$ cat src/rtl/nonrestoring_divider_if.sv
// Handshake and result bundle between the issuing logic and the divider.
interface nonrestoring_divider_if #(parameter int WIDTH = 8);
  logic             start;
  logic [WIDTH-1:0] dividend;
  logic [WIDTH-1:0] divisor;
  logic             busy;
  logic             done;
  logic [WIDTH-1:0] quotient;
  logic [WIDTH-1:0] remainder;
  logic             div_by_zero;

  modport master (
    output start, dividend, divisor,
    input  busy, done, quotient, remainder, div_by_zero
  );

  modport slave (
    input  start, dividend, divisor,
    output busy, done, quotient, remainder, div_by_zero
  );
endinterface

$ cat src/rtl/nonrestoring_divider.sv
// Sequential unsigned non-restoring divider, one quotient bit per clock,
// with the shared two's-complement adder as its add/subtract datapath.
module nonrestoring_divider #(
  parameter int WIDTH = 8
) (
  input  logic                   clk,
  input  logic                   rst,
  nonrestoring_divider_if.slave  bus
);
  localparam int CW = $clog2(WIDTH + 1);

  typedef enum logic [1:0] {IDLE, RUN, FIX, DONE} state_t;

  state_t           state;
  logic [WIDTH:0]   r;
  logic [WIDTH-1:0] q;
  logic [WIDTH-1:0] d;
  logic [CW-1:0]    cnt;

  logic [WIDTH:0]   add_a;
  logic [WIDTH:0]   add_b;
  logic [WIDTH:0]   add_sum;
  logic             sub;

  // RUN subtracts while R is non-negative; FIX always adds D back (used only if R < 0).
  always_comb begin
    sub   = 1'b0;
    add_a = r;
    if (state == RUN) begin
      sub   = ~r[WIDTH];
      add_a = {r[WIDTH-1:0], q[WIDTH-1]};
    end
    add_b = sub ? ~{1'b0, d} : {1'b0, d};
  end

  adder #(.WIDTH(WIDTH + 1)) u_adder (
    .a   (add_a),
    .b   (add_b),
    .cin (sub),
    .sum (add_sum)
  );

  always_ff @(posedge clk) begin
    if (rst) begin
      state           <= IDLE;
      r               <= '0;
      q               <= '0;
      d               <= '0;
      cnt             <= '0;
      bus.busy        <= 1'b0;
      bus.done        <= 1'b0;
      bus.quotient    <= '0;
      bus.remainder   <= '0;
      bus.div_by_zero <= 1'b0;
    end else begin
      unique case (state)
        IDLE: begin
          if (bus.start) begin
            if (bus.divisor != '0) begin
              r        <= '0;
              q        <= bus.dividend;
              d        <= bus.divisor;
              cnt      <= CW'(WIDTH);
              bus.busy <= 1'b1;
              state    <= RUN;
            end else begin
              bus.quotient    <= '1;
              bus.remainder   <= bus.dividend;
              bus.div_by_zero <= 1'b1;
              bus.done        <= 1'b1;
              state           <= DONE;
            end
          end
        end
        RUN: begin
          r   <= add_sum;
          q   <= {q[WIDTH-2:0], ~add_sum[WIDTH]};
          cnt <= cnt - CW'(1);
          if (cnt == CW'(1)) state <= FIX;
        end
        FIX: begin
          if (r[WIDTH]) r <= add_sum;
          bus.quotient    <= q;
          bus.remainder   <= r[WIDTH] ? add_sum[WIDTH-1:0] : r[WIDTH-1:0];
          bus.div_by_zero <= 1'b0;
          bus.busy        <= 1'b0;
          bus.done        <= 1'b1;
          state           <= DONE;
        end
        DONE: begin
          bus.done <= 1'b0;
          state    <= IDLE;
        end
      endcase
    end
  end
endmodule

// Wrap-around two's-complement adder: sum = a + b + cin, modulo 2**WIDTH.
module adder #(
  parameter int WIDTH = 8
) (
  input  logic [WIDTH-1:0] a,
  input  logic [WIDTH-1:0] b,
  input  logic             cin,
  output logic [WIDTH-1:0] sum
);
  always_comb sum = a + b + {{(WIDTH-1){1'b0}}, cin};
endmodule

$ cat src/flat_wrapper.sv
// flat-port wrapper written by rule: the top's interface ports become plain ports
module nonrestoring_divider_flat 
#(
  parameter int WIDTH = 8
)
  (clk, rst, bus_start, bus_dividend, bus_divisor, bus_busy, bus_done, bus_quotient, bus_remainder, bus_div_by_zero);
  nonrestoring_divider_if #(.WIDTH(WIDTH)) bus_i ();
  input  logic clk;
  input  logic rst;
  input wire logic [$bits(bus_i.start)-1:0] bus_start;
  input wire logic [$bits(bus_i.dividend)-1:0] bus_dividend;
  input wire logic [$bits(bus_i.divisor)-1:0] bus_divisor;
  output wire logic [$bits(bus_i.busy)-1:0] bus_busy;
  output wire logic [$bits(bus_i.done)-1:0] bus_done;
  output wire logic [$bits(bus_i.quotient)-1:0] bus_quotient;
  output wire logic [$bits(bus_i.remainder)-1:0] bus_remainder;
  output wire logic [$bits(bus_i.div_by_zero)-1:0] bus_div_by_zero;
  assign bus_i.start = bus_start;
  assign bus_i.dividend = bus_dividend;
  assign bus_i.divisor = bus_divisor;
  assign bus_busy = bus_i.busy;
  assign bus_done = bus_i.done;
  assign bus_quotient = bus_i.quotient;
  assign bus_remainder = bus_i.remainder;
  assign bus_div_by_zero = bus_i.div_by_zero;
  nonrestoring_divider #(.WIDTH(WIDTH)) u_core (.clk(clk), .rst(rst), .bus(bus_i));
endmodule
$ cat config.mk
export PLATFORM = sky130hd
export DESIGN_NAME = nonrestoring_divider_flat
export DESIGN_NICKNAME = d
export VERILOG_FILES = /design/src/rtl/nonrestoring_divider_if.sv /design/src/rtl/nonrestoring_divider.sv /design/src/flat_wrapper.sv
export SDC_FILE = /design/constraint.sdc
export NUM_CORES = 1
export LEC_CHECK = 0
export ABC_AREA = 1
export CORE_UTILIZATION = 50
export DETAILED_ROUTE_END_ITERATION = 8
export PLACE_DENSITY_LB_ADDON = 0.15
export SETUP_SLACK_MARGIN = 0.2
export SLEW_MARGIN = 5
export SYNTH_ARGS = -nofsm -noshare
export SYNTH_HDL_FRONTEND = slang
export SYNTH_SLANG_ARGS = --single-unit
$ cat constraint.sdc
create_clock -name clk -period 2.83 [get_ports clk]
set_input_delay 0.4245 -clock clk [delete_from_list [all_inputs] [get_ports clk]]
set_output_delay 0.4245 -clock clk [all_outputs]
set_load 0.1 [all_outputs]
Word-level counts from Yosys, hierarchy flattened
Cells that the tools add are included.

Bits in registers: 50. Word-level logic and storage cells: 71.

Add/sub/neg operators: 3. Equality and inequality tests: 9. Mux-type cells: 31. Bitwise gates (word level): 3. Reduce and logical (&&, ||, !) cells: 14.

Operators by type and width (number): 8-bit 2-to-1 mux (7); 8-bit case mux with 2 select lines (3); 9-bit 2-to-1 mux (5); 9-bit case mux with 3 select lines (1); 3-bit AND reduction (6); 9-bit by 1-bit adder with 9-bit output (1); 9-bit adder (1); 8-bit NOT with 9-bit output (1); 4-bit 2-to-1 mux (2); 2-bit case mux with 4 select lines (1); 4-bit case mux with 2 select lines (1); 8-bit nonzero test (1); 2-bit 2-to-1 mux (3); 2-bit != test (second input constant) (3); 3-bit nonzero test (2); 1-bit 2-to-1 mux (5); 2-bit == test (second input constant) (2); 4-bit by 1-bit == test with 1-bit output (second input constant) (1); 2-bit by 1-bit != test with 1-bit output (second input constant) (2); 1-bit case mux with 2 select lines (2); 4-bit AND reduction (1); 2-bit nonzero test (2); 4-bit by 1-bit subtractor with 4-bit output (second input constant) (1); 1-bit case mux with 3 select lines (1); 4 further kinds (5).

Logic depth before layout (Yosys ltp)
Depth after elaboration: 7. Mapped depth: 17. Gate-level depth less buffers: 15.

By module
A second synthesis with hierarchy kept.

Cells, all modules: 484. Area, all modules: 3181.8 um2.

Modules (own cells, without submodules): nonrestoring_divider (instances 1, cells each 413, area each 2757.6 um2); adder (instances 1, cells each 71, area each 424.2 um2).

Worst setup path before layout
No wires, ideal clock.

Kind: register to register. Start: register u_core.state[1]. End: register u_core.r[8]. Library setup time: 0.123 ns. Data arrival time: 2.483 ns. Required time: 2.707 ns. Setup slack: 0.224 ns. Cell stages (with the launch flop): 15. Buffers on the path: 3. Cells stage by stage: dfxtp_1 > inv_1 > ha_1 > buf_4 > clkbuf_1 > clkbuf_1 > o21ai_0 > ha_1 > nand2_1 > o21ai_0 > nand4_1 > nand2_1 > nand2_1 > nand3_1 > a21oi_1.

Word-level cells in the longest chain between the ends: 7.

RTL lines: start, declared (RTL line nonrestoring_divider.sv:14) `state_t state;`; start signal, assigned (RTL line nonrestoring_divider.sv:45) `state <= IDLE;`; start signal, assigned (RTL line nonrestoring_divider.sv:65) `state <= RUN;`; start signal, assigned (RTL line nonrestoring_divider.sv:71) `state <= DONE;`; 2-bit by 1-bit == test with 1-bit output (RTL line nonrestoring_divider.sv:29, nonrestoring_divider.sv:56); 1-bit 2-to-1 mux (RTL line nonrestoring_divider.sv:29) `if (state == RUN) begin`; 9-bit 2-to-1 mux (RTL line nonrestoring_divider.sv:33) `add_b = sub ? ~{1'b0, d} : {1'b0, d};`; 9-bit adder (RTL line nonrestoring_divider.sv:108) `always_comb sum = a + b + {{(WIDTH-1){1'b0}}, cin};`; 9-bit by 1-bit adder with 9-bit output (RTL line nonrestoring_divider.sv:108); 9-bit 2-to-1 mux (RTL line nonrestoring_divider.sv:82) `if (r[WIDTH]) r <= add_sum;`; 9-bit case mux with 3 select lines (RTL line nonrestoring_divider.sv:56) `unique case (state)`; end signal, assigned (RTL line nonrestoring_divider.sv:76) `r <= add_sum;`; end signal, assigned (RTL line nonrestoring_divider.sv:82); end, declared (RTL line nonrestoring_divider.sv:15) `logic [WIDTH:0] r;`.

Parallel ways exist; a longest one is shown, timed or not. The select of a mux whose other input is x is not followed. A chain may end at the register's enable or synchronous reset.

Worst setup path in the final report
Start: register u_core.state[1]. End: register u_core.r[5].

The elaborated chain is that of the path after synthesis.

==> results.toml <==
[worst_setup_path]
slowest_stage = "ha_1"
critPathMaxFanout = 17
start_kind = "register"
worstPathRequired_ns = 3.08
crit_chain = "inv_2 > ha_4 > buf_4 > nand2_1 > o21ai_0 > ha_1 > nand2_1 > nor2_1 > nand3_1 > nand2_1 > xor2_1 > nand2_1 > a21oi_1"
cp_top_family = "adder cells"
critPathMaxStageDelay_ns = 0.40
r2r_start = "u_core.state[1]$_SDFFE_PP0P_"
cp.arrival_ns = 2.68
crit_type = "reg2reg"
endpoint_kind = "register"
cp.buffers_inverters = 2
critPathMostFrequentCell = "nand2_1"
crit_start = "u_core.state[1]$_SDFFE_PP0P_"

[die]
fp.dieW_um = 78.1
initial_core_util_pct = 52.3
core_area_um2 = 5540
die_h_um = 78.1
rows = 27
die-area_um2 = 6110
io_pins = 38

[global_routing]
grt_use_met3_pct = 4.30
antenna_found_initial = 0
grt_pass1_vias = 2526
grt.met1_usage_pct = 33.4
grt_busiest_layer = "met2"
grt_usage_pct = 25.7
met2_usage_pct = 43.5
grt_pass1_wl_mm = 12.2
overflow = 0
grt_max_degree = 21

[sta]
fmax_ghz = 0.411
finClkSkew_ns = 0.00393
finalSetupViolations = 0
rsz0062_at_grt = "no"
finalHoldViolCount = 0
post-route-period-util_pct = 86.0
relSlewSlack_pct = 58.5
drv_slew = 0
setup_slack_ns = 0.397
fin_crit_ns = 2.43
worstMarginPinSlew_ns = 0.622

[clock_network]
cts_tree = "done"
clk_pin_slew_ns = 0.10
clock_sinks = 50
clock_latency_ns = 0.31
cts.path.max_buffers = 2
cts-buffers-inserted = 5
postCtsHoldBufs = 0
postCtsSetupRepairBufs = 0
root_buffer = "clkbuf_8"
htree_levels = 2

[place]
hpwl_mm = 5.57
dp_cells = 501
place_congestion = 0.913
pre_cts_ws_ns = -0.0320
port_buffers = 37

[drt]
routed_wl_mm = 7.31
wl_per_cell_um = 14.4
post-route-drc-count = 0
dr.first_iter.drc_count = 241
via_per_inst = 5.34
antenna_left = 0
drt-pass1-iter-count = 5
vias = 2712

[finish]
layout-area-overhead-vs-synth_pct = 16.7
layout-drive-gt1-share_pct = 15.1
stdcell_count = 508
final_util_pct = 61.0
finalNetCount = 472
n_antenna_cell = 0

[synth]
synth-seq-area-share_pct = 34.5
yosys_warnings = 0
ys_ff_latch = 50
synth_commonest_cells = "nand2_1, o21ai_0, dfxtp_1"
synth_ff_type = "dfxtp_1"
syn_nets = 435
avgSynthCellArea_um2 = 7.27
async_reset_ff_share_pct = 0
synth_top_area_share_pct = 34.5
postSynthCellCount = 399
synthDominantAreaCellType = "dfxtp_1"
synth_cell_types = 40
synth_edf_count = 0
yosysMostFrequentCell = "nand2_1"
syn_area_um2 = 2900
synth_area_leaders = "dfxtp_1, o21ai_0, nand2_1, ha_1, a21oi_1"

[status]
outcome = "completed"

[job]
max-cap-violations = 0

[min_path]
min_from = "u_core.r[7]$_SDFFE_PP0P_"
hp-class = "reg2reg"
==> placed cells by master, fill, tap and decap left out, types with 2 or more instances in the layout <==
master | Yosys | routed
nand3_1 | 17 | 17
nor2_4 | 5 | 5
o21ai_0 | 51 | 50
clkdlybuf4s50_1 | 0 | 18
nand2_2 | 2 | 2
nor2_2 | 2 | 2
buf_4 | 4 | 26
dfxtp_1 | 50 | 48
xnor2_1 | 6 | 6
clkbuf_8 | 0 | 5
dfxtp_2 | 0 | 2
a21oi_2 | 3 | 3
a211oi_2 | 2 | 2
a31oi_1 | 3 | 3
o21ai_2 | 4 | 5
xor2_1 | 8 | 8
inv_1 | 46 | 45
inv_2 | 5 | 6
ha_1 | 16 | 15
nor3_1 | 4 | 4
nand2_1 | 59 | 59
o22ai_1 | 8 | 8
nor2_1 | 40 | 40
a21oi_1 | 36 | 36
o21ai_1 | 4 | 4
==> flip-flops by register name, indices dropped and copies added (netlist names) <==
| register | cells |
|---|---|
| u_core.d | 8 |
| u_core.q | 8 |
| u_core.bus.div_by_zero | 1 |
| u_core.r | 9 |
| u_core.bus.quotient | 8 |
| u_core.bus.busy | 1 |
| u_core.state | 2 |
| u_core.bus.done | 1 |
| u_core.cnt | 4 |
| u_core.bus.remainder | 8 |
==> worst paths after layout <==
path                         endpoint  slack, ns  cells after the start
max          u_core.r[5]$_SDFFE_PP0P_       0.40                     13
min reg2reg  u_core.r[7]$_SDFFE_PP0P_       0.47                      2
max reg2reg  u_core.r[5]$_SDFFE_PP0P_       0.40                     13
min          u_core.r[7]$_SDFFE_PP0P_       0.47                      2
==> worst min-delay path: stages (launching register included) <==
cell,delay (ns)
dfxtp_1,0.32
nand2_1,0.06
a21oi_1,0.05
==> cell type report <==
cell class / count / area, um2
fillers: 526 / 2160
multi-input cells: 282 / 1620
flip-flops and latches: 50 / 1000
repair buffers: 44 / 375
inverters: 53 / 206
well taps: 72 / 90.1
clock buffers: 5 / 68.8
clock inverters: 2 / 13.8
==> layer usage <==
metal | up-vias | routed length (um)
met3 | 7 | 292
met1 | 1231 | 3460
met5 | - | 0
li1 | 1393 | -
met2 | 81 | 3470
met4 | 0 | 89
==> what timing repair did <==
action / 4_1_cts / 5_1_grt
pin swaps: 0 / 2
setup endpoints to repair: 10 / 13
gates resized for setup: 2 / 5
==> stage by stage <==
stage | setup TNS (ns) | hold WS, ns | area, um2
3_5_place_dp | -0.0486 | 0.459 | 3280
3_3_place_gp | 0 | 0.458 | 3280
5_1_grt | 0 | 0.497 | 3380
4_1_cts | 0 | 0.476 | 3370
2_1_floorplan | 0 | 0.444 | 2900
6_report | 0 | 0.475 | 3380
==> cells by family after synthesis <==
family / synth area share (%)
AOI/OAI and AO/OA: 23.1
and+or+nand+nor: 20.5
buffers and inverters: 10.0
adders and majority gates: 7.60
DFF: 34.5
xor gates and xnor gates: 4.23
Power is left out: the tool's default activity adds up to more than one toggle a clock period on the data nets, which glitch-free logic cannot reach.
